[src/rtl/plic_claim_ctrl_pkg.sv]
// Shared types for the PLIC per-target claim/complete sequencer.
// In-service entries pair an interrupt id with the priority it was claimed at.
package plic_claim_ctrl_pkg;

    localparam int PLIC_IRQ_WIDTH = 5;
    localparam int PLIC_LEV_WIDTH = 3;

    typedef enum logic [1:0] {
        ST_IDLE  = 2'd0,
        ST_CLAIM = 2'd1,
        ST_COMP  = 2'd2
    } plic_claim_state_e;

    typedef struct packed {
        logic [PLIC_IRQ_WIDTH-1:0] id;
        logic [PLIC_LEV_WIDTH-1:0] prio;
    } plic_isv_t;

    function automatic logic [PLIC_LEV_WIDTH-1:0] lev_max(
        input logic [PLIC_LEV_WIDTH-1:0] a,
        input logic [PLIC_LEV_WIDTH-1:0] b
    );
        return (a > b) ? a : b;
    endfunction

endpackage

[src/rtl/plic_claim_stack.sv]
// LIFO of in-service interrupts; the top entry is the one currently being served.
// Push and pop are never requested in the same cycle by the controller.
module plic_claim_stack
    import plic_claim_ctrl_pkg::*;
#(
    parameter  int NEST_DEPTH = 4,
    localparam int DW         = $clog2(NEST_DEPTH + 1)
) (
    input  logic          clk_i,
    input  logic          rst_i,
    input  logic          push_i,
    input  plic_isv_t     push_data_i,
    input  logic          pop_i,
    output plic_isv_t     top_o,
    output logic [DW-1:0] depth_o,
    output logic          full_o,
    output logic          empty_o
);

    plic_isv_t     entries_q [NEST_DEPTH];
    plic_isv_t     entries_d [NEST_DEPTH];
    logic [DW-1:0] cnt_q;
    logic [DW-1:0] cnt_d;

    assign full_o  = (cnt_q == DW'(NEST_DEPTH));
    assign empty_o = (cnt_q == '0);
    assign depth_o = cnt_q;

    always_comb begin
        entries_d = entries_q;
        cnt_d     = cnt_q;
        if (push_i && !full_o) begin
            for (int i = 0; i < NEST_DEPTH; i++) begin
                if (cnt_q == DW'(i)) begin
                    entries_d[i] = push_data_i;
                end
            end
            cnt_d = cnt_q + DW'(1);
        end else if (pop_i && !empty_o) begin
            cnt_d = cnt_q - DW'(1);
        end
    end

    always_comb begin
        top_o = '0;
        for (int i = 0; i < NEST_DEPTH; i++) begin
            if (cnt_q == DW'(i + 1)) begin
                top_o = entries_q[i];
            end
        end
    end

    always_ff @(posedge clk_i or posedge rst_i) begin
        if (rst_i) begin
            entries_q <= '{default: '0};
            cnt_q     <= '0;
        end else begin
            entries_q <= entries_d;
            cnt_q     <= cnt_d;
        end
    end

endmodule

[src/rtl/plic_claim_ctrl.sv]
// Per-target claim/complete sequencer between the PLIC register file and core.
// Raises the core threshold to the priority currently in service (nesting LIFO).
module plic_claim_ctrl
    import plic_claim_ctrl_pkg::*;
#(
    parameter  int IRQ_WIDTH  = PLIC_IRQ_WIDTH,
    parameter  int LEV_WIDTH  = PLIC_LEV_WIDTH,
    parameter  int NEST_DEPTH = 4,
    parameter  int SETTLE_CYC = 2,
    localparam int DW         = $clog2(NEST_DEPTH + 1)
) (
    input  logic                 clk_i,
    input  logic                 rst_i,
    input  logic                 core_irq_i,
    input  logic [IRQ_WIDTH-1:0] core_id_i,
    input  logic [LEV_WIDTH-1:0] core_prio_i,
    input  logic [LEV_WIDTH-1:0] thold_i,
    output logic [LEV_WIDTH-1:0] eff_thold_o,
    output logic                 gw_clam_o,
    output logic                 gw_comp_o,
    output logic [IRQ_WIDTH-1:0] gw_id_o,
    input  logic                 claim_req_i,
    output logic                 claim_ack_o,
    output logic [IRQ_WIDTH-1:0] claim_id_o,
    input  logic                 comp_req_i,
    input  logic [IRQ_WIDTH-1:0] comp_id_i,
    output logic                 comp_ack_o,
    output logic                 comp_err_o,
    output logic [DW-1:0]        depth_o,
    output logic                 irq_o
);

    localparam int SW = $clog2(SETTLE_CYC + 2);

    plic_claim_state_e    state_q, state_d;
    logic [SW-1:0]        settle_q, settle_d;
    logic                 clam_q, clam_d;
    logic                 comp_q, comp_d;
    logic [IRQ_WIDTH-1:0] gw_id_q, gw_id_d;
    logic                 claim_ack_q, claim_ack_d;
    logic [IRQ_WIDTH-1:0] claim_id_q, claim_id_d;
    logic                 comp_ack_q, comp_ack_d;
    logic                 comp_err_q, comp_err_d;
    logic                 irq_q, irq_d;

    logic                 push;
    logic                 pop;
    plic_isv_t            push_data;
    plic_isv_t            top;
    logic                 full;
    logic                 empty;
    logic                 claim_ok;
    logic                 comp_ok;
    logic [LEV_WIDTH-1:0] eff_thold;

    assign push_data.id   = core_id_i;
    assign push_data.prio = core_prio_i;

    plic_claim_stack #(
        .NEST_DEPTH (NEST_DEPTH)
    ) u_stack (
        .clk_i       (clk_i),
        .rst_i       (rst_i),
        .push_i      (push),
        .push_data_i (push_data),
        .pop_i       (pop),
        .top_o       (top),
        .depth_o     (depth_o),
        .full_o      (full),
        .empty_o     (empty)
    );

    assign eff_thold = empty ? thold_i : lev_max(thold_i, top.prio);

    assign claim_ok = core_irq_i && (core_id_i != '0)
                      && (core_prio_i > eff_thold) && !full;
    assign comp_ok  = !empty && (comp_id_i == top.id);

    always_comb begin
        state_d     = state_q;
        push        = 1'b0;
        pop         = 1'b0;
        clam_d      = 1'b0;
        comp_d      = 1'b0;
        gw_id_d     = '0;
        claim_ack_d = 1'b0;
        claim_id_d  = '0;
        comp_ack_d  = 1'b0;
        comp_err_d  = 1'b0;
        settle_d    = (settle_q != '0) ? settle_q - SW'(1) : '0;

        unique case (state_q)
            ST_IDLE: begin
                // Completes take precedence so a nested handler can unwind.
                if (comp_req_i) begin
                    state_d = ST_COMP;
                end else if (claim_req_i && (settle_q == '0)) begin
                    state_d = ST_CLAIM;
                end
            end
            ST_CLAIM: begin
                state_d     = ST_IDLE;
                claim_ack_d = 1'b1;
                if (claim_ok) begin
                    push       = 1'b1;
                    clam_d     = 1'b1;
                    gw_id_d    = core_id_i;
                    claim_id_d = core_id_i;
                    settle_d   = SW'(SETTLE_CYC);
                end
            end
            ST_COMP: begin
                state_d    = ST_IDLE;
                comp_ack_d = 1'b1;
                if (comp_ok) begin
                    pop      = 1'b1;
                    comp_d   = 1'b1;
                    gw_id_d  = comp_id_i;
                    settle_d = SW'(SETTLE_CYC);
                end else begin
                    comp_err_d = 1'b1;
                end
            end
            default: begin
                state_d = ST_IDLE;
            end
        endcase

        irq_d = core_irq_i && (core_prio_i > eff_thold) && !full
                && (settle_q == '0) && (state_q == ST_IDLE);
    end

    always_ff @(posedge clk_i or posedge rst_i) begin
        if (rst_i) begin
            state_q     <= ST_IDLE;
            settle_q    <= '0;
            clam_q      <= 1'b0;
            comp_q      <= 1'b0;
            gw_id_q     <= '0;
            claim_ack_q <= 1'b0;
            claim_id_q  <= '0;
            comp_ack_q  <= 1'b0;
            comp_err_q  <= 1'b0;
            irq_q       <= 1'b0;
        end else begin
            state_q     <= state_d;
            settle_q    <= settle_d;
            clam_q      <= clam_d;
            comp_q      <= comp_d;
            gw_id_q     <= gw_id_d;
            claim_ack_q <= claim_ack_d;
            claim_id_q  <= claim_id_d;
            comp_ack_q  <= comp_ack_d;
            comp_err_q  <= comp_err_d;
            irq_q       <= irq_d;
        end
    end

    assign eff_thold_o = eff_thold;
    assign gw_clam_o   = clam_q;
    assign gw_comp_o   = comp_q;
    assign gw_id_o     = gw_id_q;
    assign claim_ack_o = claim_ack_q;
    assign claim_id_o  = claim_id_q;
    assign comp_ack_o  = comp_ack_q;
    assign comp_err_o  = comp_err_q;
    assign irq_o       = irq_q;

endmodule

[config.mk]
export PLATFORM = sky130hd
export DESIGN_NAME = plic_claim_ctrl
export DESIGN_NICKNAME = d
export VERILOG_FILES = /design/src/rtl/plic_claim_ctrl_pkg.sv /design/src/rtl/plic_claim_stack.sv /design/src/rtl/plic_claim_ctrl.sv
export SDC_FILE = /design/constraint.sdc
export NUM_CORES = 1
export LEC_CHECK = 0
export BUFFER_PORTS_ARGS = -buffer_cell sky130_fd_sc_hd__buf_2
export CORE_MARGIN = 10
export CORE_UTILIZATION = 45
export CTS_BUF_LIST = sky130_fd_sc_hd__clkbuf_16
export DETAILED_ROUTE_END_ITERATION = 10
export PLACE_DENSITY = 0.73
export SLEW_MARGIN = 25
export SYNTH_ARGS = -nofsm -noshare
export SYNTH_HDL_FRONTEND = slang
export SYNTH_SLANG_ARGS = --single-unit
[constraint.sdc]
create_clock -name clk_i -period 8.15 [get_ports clk_i]
set_clock_uncertainty 0.2 [all_clocks]
set_input_delay 0.4075 -clock clk_i [delete_from_list [all_inputs] [get_ports clk_i]]
set_output_delay 0.4075 -clock clk_i [all_outputs]
set_load 0.1 [all_outputs]
======== Word-level counts from Yosys, hierarchy flattened ========
Index checks and enable logic that the tools add are counted.
word-level totals
  bits in registers ....................... 55
  latch bits .............................. 0
  bits in writable memories ............... 0
  bits in read-only memories .............. 0
  input port bits ......................... 21
  output and inout bits ................... 22
  logic and storage cells ................. 82
  memories kept ........................... 0
operators by class
  add/sub/neg operators ................... 3
  $mul .................................... 0
  divide/modulo/power cells ............... 0
  order comparisons ....................... 2
  equality and inequality tests ........... 8
  shift-type cells ........................ 0
  mux-type cells .......................... 27
  bitwise operators ....................... 0
  reductions and logical operators ........ 23
operators with widths
  operator             count
  $mux 8               4
  $mux 5               3
  $mux 2               6
  $mux 3               4
  $logic_and 1x1->1    11
  $pmux 5 s2           1
  $mux 1               8
  $reduce_and 2->1     4
  $eq 3x2->1 const B   2
  $gt 3x3->1           2
  $eq 5x5->1           1
  $reduce_bool 5->1    1
  $logic_not 2->1      2
  $pmux 2 s2           1
  $reduce_bool 2->1    2
  $add 3x1->3 const B  1
  $eq 3x1->1 const B   1
  $eq 3x3->1 const B   1
  $logic_not 3->1      1
  $ne 3x3->1 const B   1
  $sub 3x1->3 const B  1
  $eq 2x1->1 const B   1
  $eq 2x2->1 const B   1
  $logic_not 1->1      2
  $sub 2x1->2 const B  1

======== Longest topological paths before layout ========
Gate-level depths: netlist (run 1).
  word-level depth ........................ 15
  mapped depth ............................ 23
  depth with buffers taken out ............ 22

======== Modules after synthesis ========
From an unflattened synthesis (run 1), not the netlist that was laid out.
second synthesis, totals
  cells, all modules ...................... 240
  area total of the unflattened synthesis .. 2,842.7 um2
by module, submodules not included
  module            times used  cells an instance  area each (um2)  sequential area each (um2)
  plic_claim_stack  1           144                1,759.2          875.8
  plic_claim_ctrl   1           96                 1,083.5          500.5

======== Worst setup path before layout (run 1) ========
OpenSTA, ideal clock, no wires.
  kind .................................... flip-flop to flip-flop
  from .................................... register u_stack.cnt_q[2] (netlist: u_stack.depth_o[2])
  to ...................................... register u_stack.entries_q[24] (netlist name)
  library setup time ...................... 0.125 ns
  data arrival time ....................... 5.381 ns
  data required time ...................... 7.825 ns
  path slack .............................. 2.444 ns
  stages on the path, launching flop included .. 21
  buffers on the path ..................... 2
  clock period less this slack ............ 5.706 ns
  path through ............................ dfrtp_1 > buf_2 > inv_1 > ha_1 > buf_2 > nor2b_1 > a222oi_1 > ha_1 > nor2b_1 > o21ai_0 > nand3b_1 > inv_1 > a41oi_1 > mux2_2 > ha_1 > nor2b_1 > o21a_1 > o2111a_1 > nand2_1 > nor2_1 > mux2_2
on the way
  word-level cells in the longest chain between the ends .. 15
  elaborated cells on any way between the ends .. 20
  those cells by class .................... order compare (2); eq/ne (4); mux (8); reduce/logical (6)
ends and longest elaborated chain
  element                              RTL line                   text
  start: declaration                   plic_claim_stack.sv:22     logic [DW-1:0] cnt_q;
  start signal: assignment             plic_claim_stack.sv:59     cnt_q <= cnt_d;
  $eq 3x1->1                           plic_claim_stack.sv:47     if (cnt_q == DW'(i + 1)) begin
  $mux 8 (4 in a row)                  plic_claim_stack.sv:47
  $gt 3x3->1                           plic_claim_ctrl_pkg.sv:23  return (a > b) ? a : b;
  $mux 3                               plic_claim_ctrl_pkg.sv:23
  $mux 3 *                             plic_claim_ctrl.sv:73      assign eff_thold = empty ? thold_i : lev_max(thold_i, top.prio);
  net eff_thold_o[0]                   plic_claim_ctrl.sv:18      output logic [LEV_WIDTH-1:0] eff_thold_o,
  $gt 3x3->1 *                         plic_claim_ctrl.sv:76      && (core_prio_i > eff_thold) && !full;
  $logic_and 1x1->1 * (2 in a row)     plic_claim_ctrl.sv:76
  $mux 1 *                             plic_claim_ctrl.sv:104     if (claim_ok) begin
  $mux 1 *                             plic_claim_ctrl.sv:92      unique case (state_q)
  $logic_and 1x1->1 *                  plic_claim_stack.sv:32     if (push_i && !full_o) begin
  $reduce_and 2->1 (no source line) *  -
  end signal: assignment               plic_claim_stack.sv:58     entries_q <= entries_d;
  end: declaration                     plic_claim_stack.sv:20     plic_isv_t entries_q [NEST_DEPTH];
The timed path passes the listed nets; every way through them passes the cells marked *.
A chain may end at the register's enable or synchronous reset.

======== Worst setup path in the final report (run 1) ========
  from .................................... register u_stack.cnt_q[2] (netlist: u_stack.depth_o[2])
  to ...................................... register u_stack.entries_q[25] (netlist name)
on the way
  word-level cells in the longest chain between the ends .. 15
  elaborated cells on any way between the ends .. 20
  those cells by class .................... order compare (2); eq/ne (4); mux (8); reduce/logical (6)
ends and longest elaborated chain
  element                              RTL line
  $eq 3x1->1                           plic_claim_stack.sv:47
  $mux 8 (4 in a row)                  plic_claim_stack.sv:47
  $gt 3x3->1                           plic_claim_ctrl_pkg.sv:23
  $mux 3                               plic_claim_ctrl_pkg.sv:23
  $mux 3                               plic_claim_ctrl.sv:73
  $gt 3x3->1                           plic_claim_ctrl.sv:76
  $logic_and 1x1->1 (2 in a row)       plic_claim_ctrl.sv:76
  $mux 1                               plic_claim_ctrl.sv:104
  $mux 1                               plic_claim_ctrl.sv:92
  $logic_and 1x1->1                    plic_claim_stack.sv:32
  $reduce_and 2->1 (no source line) *  -
Mark *: on every way between the ends. The rest lies on a longest branch, timed or not.

==> metrics.yaml, run 1 <==
clocking:
  tritoncts.num_buffers: 5
  clk_latency_ns: 0.30
  ctsResizeCount: 0
  cts_buffer_depth: 2
  htreeDepth: 2
  ctsHoldBuffers: 0
  clk_pin_slew_ns: 0.07
  root_buffer: "clkbuf_16"
  clock-sinks: 55
  cts_tree: "yes"
  cts_setup_buffers: 0
routing:
  dr.pass1.iters: 4
  post_drt_wl_per_cell_um: 18.1
  drtIter0Drc: 94
  vias: 2187
  antenna_left: 0
  drt-total-wl_um: 6770
  drc_errors: 0
  viasPerCell: 5.86
status:
  status: "complete, no violations"
critical_path:
  required_ns: 8.13
  worstPathArrival_ns: 5.74
  crit_type: "reg -> reg"
  crit_fanout: 15
  r2r_cells: 18
  regToRegEndpoint: "u_stack.entries_q[25]"
  r2r_setup_slack_ns: 2.39
  end_kind: "flip-flop"
  cp-startpoint: "u_stack.depth_o[2]"
  cp-start-kind: "flip-flop"
  r2r_start: "u_stack.depth_o[2]"
pwr:
  p_comb_share_pct: 30.0
  leakagePower_nw: 1.66
  p_per_area_nw_per_um2: 244
  pwr-share-clk_pct: 27.0
  p_int_mw: 0.501
  swShare_pct: 38.0
  seqPwrFrac_pct: 43.1
  p_switching_mw: 0.307
  power.total_mw: 0.808
  irDropWorstVdd_mv: 0.154
timing:
  rsz0062_at_grt: "false"
  finalCriticalPeriod_ns: 5.76
  min_period_over_period_pct: 70.6
  tightestPinTransition_ns: 0.753
  setup_viol: 0
  hold_viol_final: 0
  setup_total_negative_slack_ns: 0
  fmax_mhz: 174
  slew_headroom_pct: 49.6
  slew_violations: 0
synthesis:
  syn_avg_cell_area_um2: 11.3
  synth.area.mux_share_pct: 14.3
  synth_cells: 256
  synth_seq_area_share_pct: 47.4
  synth_nets: 292
  ys_types: 44
  synthTopCellsByArea: "dfrtp_1, mux2_2, ha_1"
  synth_top_area_share_pct: 47.4
  yosys_warnings: 0
  synthAdderAreaFrac_pct: 6.47
  synth_compound_area_share_pct: 14.7
  synth-xor-area-share_pct: 0
  synth_top_family_by_area: "compound AO/OA/AOI/OAI gates"
  synthSimpleGateAreaFrac_pct: 13.8
  yosysTopAreaCell: "dfrtp_1"
  netlist_area_um2: 2900
  ys_ff_latch: 55
layout:
  diodes: 0
  area_growth_syn_to_layout_pct: 14.3
  layout_common_cells: "dfrtp_1, buf_2, mux2_2"
  fin_cells: 373
  utilization_pct: 52.5
  nets: 331
  final_common_cell: "dfrtp_1"
  drive_gt1_share_pct: 31.4
die:
  fp.dieH_um: 100
  die_x_um: 100
  ioPinCount: 43
  start_util_pct: 46.0
  rows: 29
  fp.coreArea_um2: 6310
  dieArea_um2: 10100
global_routing:
  grt_max_degree: 56
  grt_use_total_pct: 13.7
  antenna_found_initial: 0
  grt_pass1_vias: 2284
  grt-ovfl-total: 0
  grt_pass1_wl_um: 11400
worst_hold_path:
  hold_path_class: "in -> async"
flow_run:
  drv_cap: 0
placement:
  post-dp-hpwl_um: 4960
  dp_cells: 365
  io_buffer_count: 42
  place.gp.congestion: 0.852
[cells in the mapped netlist (all sizes together)]
| library cell | number |
|---|---|
| nand3 | 3 |
| o21a | 1 |
| a311oi | 1 |
| o221ai | 1 |
| a21oi | 11 |
| clkbuf | 5 |
| nor2 | 9 |
| mux2 | 35 |
| a221o | 1 |
| or4 | 2 |
| a222oi | 1 |
| a41oi | 1 |
| nand2 | 15 |
| mux2i | 2 |
| inv | 15 |
| nor3b | 1 |
| nand3b | 3 |
| a31oi | 1 |
| ha | 15 |
| buf | 5 |
| o31ai | 3 |
| nand4 | 1 |
| nor4b | 1 |
| nand2b | 2 |
| a221oi | 5 |
| o21ai | 9 |
| o311ai | 2 |
| a31o | 1 |
| nor3 | 3 |
| dfrtp | 55 |
| a22oi | 2 |
| a32oi | 1 |
| and3 | 16 |
| nor2b | 5 |
| or3 | 4 |
| a22o | 10 |
| o2111ai | 3 |
| o211ai | 1 |
| and2 | 3 |
| o2111a | 1 |
[flip-flops by register name (all words and copies together), names as in the netlist]
signal / cells
irq_o: 1
comp_err_o: 1
claim_ack_o: 1
gw_clam_o: 1
u_stack.depth_o: 3
comp_ack_o: 1
state_q: 2
gw_id_o: 5
settle_q: 2
u_stack.entries_q: 32
claim_id_o: 5
gw_comp_o: 1
[through the flow]
stage | area (um^2) | worst slack (ns) | hold slack (ns)
5_1_grt | 3320 | 1.82 | 0.0657
4_1_cts | 3320 | 2.40 | 0.0429
3_5_place_dp | 3170 | 2.43 | 0.296
6_report | 3320 | 2.39 | 0.00202
2_1_floorplan | 2900 | 2.44 | 0.264
3_3_place_gp | 3170 | 2.63 | 0.284
[layer usage]
layer	wire length [um]	share of wire (%)	track usage (%)	vias to the layer above
met2	3310	49	22.1	59
li1	-	-	-	1024
met3	454	6.7	4.33	8
met1	2910	43	16.8	1096
met5	0	0	0	-
met4	93	1.4	5.00	0
[layout make-up]
cell class                      instances  area [um^2]
Fill cell                             568         3000
Clock buffer                            5          125
Timing Repair Buffer                   42          210
Clock inverter                          3         23.8
Inverter                               15         58.8
Tap cell                               77         96.3
Multi-Input combinational cell        176         1430
Sequential cell                        55         1380
[critical path, cell delays in order, from the launching register on]
cell and delay [ns]:
dfrtp_1 0.67, inv_1 0.18, ha_1 0.44, nor2b_1 0.26
a222oi_1 0.46, ha_1 0.21, nor2b_1 0.11, o21ai_0 0.08
nand3b_1 0.09, inv_1 0.08, a41oi_1 0.31, mux2_2 0.38
ha_1 0.28, nor2b_1 0.12, o21a_1 0.13, o2111a_1 0.42
nand2_1 0.17, nor2_1 0.61, mux2_2 0.42
[kinds of logic (layout without fill, tap and decap cells)]
group	Yosys count	count (layout)
flops	55	55
fa+ha+maj	15	15
mux	37	37
buf+inv	25	65
simple gates	68	68
compound gates	56	56
[power by group through the flow]
stage	logic, mW	registers [mW]	clock network, mW
detailed placement	0.241	0.353	0
CTS	0.244	0.347	0.222
global placement	0.239	0.350	0
finish	0.242	0.348	0.218
global route	0.265	0.354	0.232
floorplan	0.129	0.411	0
[worst max path at each step]
stage / end / slack, ns / cells past startpoint
6_report: u_stack.entries_q[25] / 2.39 / 18
5_1_grt: u_stack.entries_q[14] / 1.82 / 19
4_1_cts: u_stack.entries_q[25] / 2.40 / 18
3_5_place_dp: u_stack.entries_q[12] / 2.43 / 19
3_3_place_gp: u_stack.entries_q[11] / 2.63 / 19
2_1_floorplan: u_stack.entries_q[24] / 2.44 / 20
Power figures use the tool's default switching activity.
==> inputs of run 2 (changes only) <==
--- a/config.mk
+++ b/config.mk
@@ -10,7 +10,7 @@
 export CORE_UTILIZATION = 45
 export CTS_BUF_LIST = sky130_fd_sc_hd__clkbuf_16
 export DETAILED_ROUTE_END_ITERATION = 10
-export PLACE_DENSITY = 0.73
+export PLACE_DENSITY = 0.76
 export SLEW_MARGIN = 25
 export SYNTH_ARGS = -nofsm -noshare
 export SYNTH_HDL_FRONTEND = slang
==> constraint.sdc (replaced) <==
create_clock -name clk_i -period 5.2 [get_ports clk_i]
set_clock_uncertainty 0.2 [all_clocks]
set_input_delay 0.26 -clock clk_i [delete_from_list [all_inputs] [get_ports clk_i]]
set_output_delay 0.26 -clock clk_i [all_outputs]
set_load 0.1 [all_outputs]
==> run 2 against run 1 <==
Combinational power is 73% higher; fmax up 18%; flip-flop and latch count did not move; worst hold slack better by 0.012 ns; die area did not move; cell area grew 4.0%; core utilization rose by 2.1 points; register-to-register slack worse by 2.1 ns; non-clock buffer count grew 7; cell count increased by 1.9%; power up 72%.
==> metrics.yaml, run 2 (synthesis gave the netlist of run 1 again) <==
layout:
  drive_gt1_share_pct: 35.6
  largest-register: "u_stack.entries_q"
  final_common_cell: "dfrtp_1"
  area_growth_syn_to_layout_pct: 18.8
  largest_reg_flops: 32
  nets: 338
  diodes: 0
  layout_common_cells: "dfrtp_1, buf_2, mux2_2"
  fin_area_um2: 3450
critical_path:
  crit_fanout: 12
  end_kind: "flip-flop"
  cp-start-kind: "flip-flop"
  required_ns: 5.18
  crit_type: "reg -> reg"
  worstPathArrival_ns: 4.87
timing:
  fmax_mhz: 205
  setup_total_negative_slack_ns: 0
  hold_viol_final: 0
  setup_slack_ns: 0.312
  tightestPinTransition_ns: 0.665
  finalCriticalPeriod_ns: 4.89
  holdWs_ns: 0.0136
  min_period_over_period_pct: 94.0
  slew_headroom_pct: 55.7
  setup_viol: 0
  slew_violations: 0
placement:
  post-dp-hpwl_um: 5110
  io_buffer_count: 42
  dp_slack_ns: 0.149
  place_area_um2: 3220
  place.gp.congestion: 0.921
die:
  fp.dieH_um: 100
  fp.coreArea_um2: 6310
  ioPinCount: 43
  start_util_pct: 46.0
  die_x_um: 100
  dieArea_um2: 10100
  rows: 29
clocking:
  htreeDepth: 2
  clk_pin_slew_ns: 0.07
  tritoncts.num_buffers: 5
  cts_buffer_depth: 2
  clock-sinks: 55
  root_buffer: "clkbuf_16"
  cts_tree: "yes"
  clk_latency_ns: 0.30
global_routing:
  grt-ovfl-total: 0
  grt_pass1_wl_um: 11300
  grt_max_degree: 56
  grt_pass1_vias: 2276
  grt_use_total_pct: 13.7
  antenna_found_initial: 0
routing:
  antenna_left: 0
  drt-total-wl_um: 6860
  vias: 2196
  post_drt_wl_per_cell_um: 18.1
  drc_errors: 0
  viasPerCell: 5.78
  dr.pass1.iters: 4
  drtIter0Drc: 152
pwr:
  leakagePower_nw: 1.71
  irDropWorstVdd_mv: 0.318
  p_per_area_nw_per_um2: 402
worst_hold_path:
  hold_path_class: "in -> reg"
status:
  status: "complete, no violations"
flow_run:
  drv_cap: 0
## run 2: area by class of cell
class                           instances  area, um^2
Timing Repair Buffer                   49         265
Fill cell                             552        2860
Multi-Input combinational cell        176        1450
Clock buffer                            5         125
Tap cell                               77        96.3
Sequential cell                        55        1380
Inverter                               15        58.8
Clock inverter                          3        71.3
## run 2: layer usage
layer | vias to the layer above | share of wire [%] | track usage (%)
met5 | - | 0 | 0
li1 | 1045 | - | -
met1 | 1085 | 45 | 16.4
met3 | 7 | 5.2 | 3.71
met4 | 0 | 1.4 | 4.46
met2 | 59 | 49 | 23.1
## run 2: repair_timing
item | 4_1_cts | 5_1_grt
endpoints found under the hold margin | 55 | 0
gates resized for setup | 0 | 6
endpoints found under the setup margin | 0 | 32
hold buffers | 1 | 0
setup buffers | 0 | 2
## run 2: power breakdown
| part | total (mW) | switching (mW) | internal (mW) |
|---|---|---|---|
| logic | 0.419 | 0.294 | 0.124 |
| clock network | 0.438 | 0.159 | 0.279 |
| registers | 0.531 | 0.0377 | 0.493 |
## run 2: final timing paths
check | start | endpoint | slack (ns) | depth (start not counted)
hold / removal | comp_req_i | state_q[0] | 0.01 | 3
setup reg to reg | u_stack.depth_o[0] | u_stack.entries_q[6] | 0.31 | 21
max in group asynchronous | rst_i | u_stack.depth_o[0] | 3.93 | 3
setup / recovery | u_stack.depth_o[0] | u_stack.entries_q[6] | 0.31 | 21
hold reg to reg | u_stack.entries_q[4] | u_stack.entries_q[4] | 0.30 | 1
min in group asynchronous | rst_i | u_stack.depth_o[2] | 0.41 | 3
## run 2: per-stage QoR
step	total power [mW]	cells	util, %
2_1_floorplan	0.855	256	-
3_3_place_gp	0.945	369	50.9
3_5_place_dp	0.953	369	50.9
4_1_cts	1.39	378	54.2
5_1_grt	1.45	380	54.6
6_report	1.39	380	54.6
## run 2: critical path, stage by stage (launching register included)
cell and delay [ns]:
dfrtp_2 0.44, inv_1 0.17, ha_2 0.33, nor2_1 0.07, a21oi_1 0.11, o21ai_0 0.08, a222oi_1 0.28, buf_4 0.19
ha_1 0.15, nor2b_1 0.12, o21ai_0 0.08, nand3b_1 0.09, inv_1 0.09, a41oi_2 0.25, mux2_2 0.38, ha_1 0.29
nor2b_1 0.13, o21a_1 0.13, o2111a_1 0.20, buf_4 0.18, and3_1 0.43, mux2_2 0.39
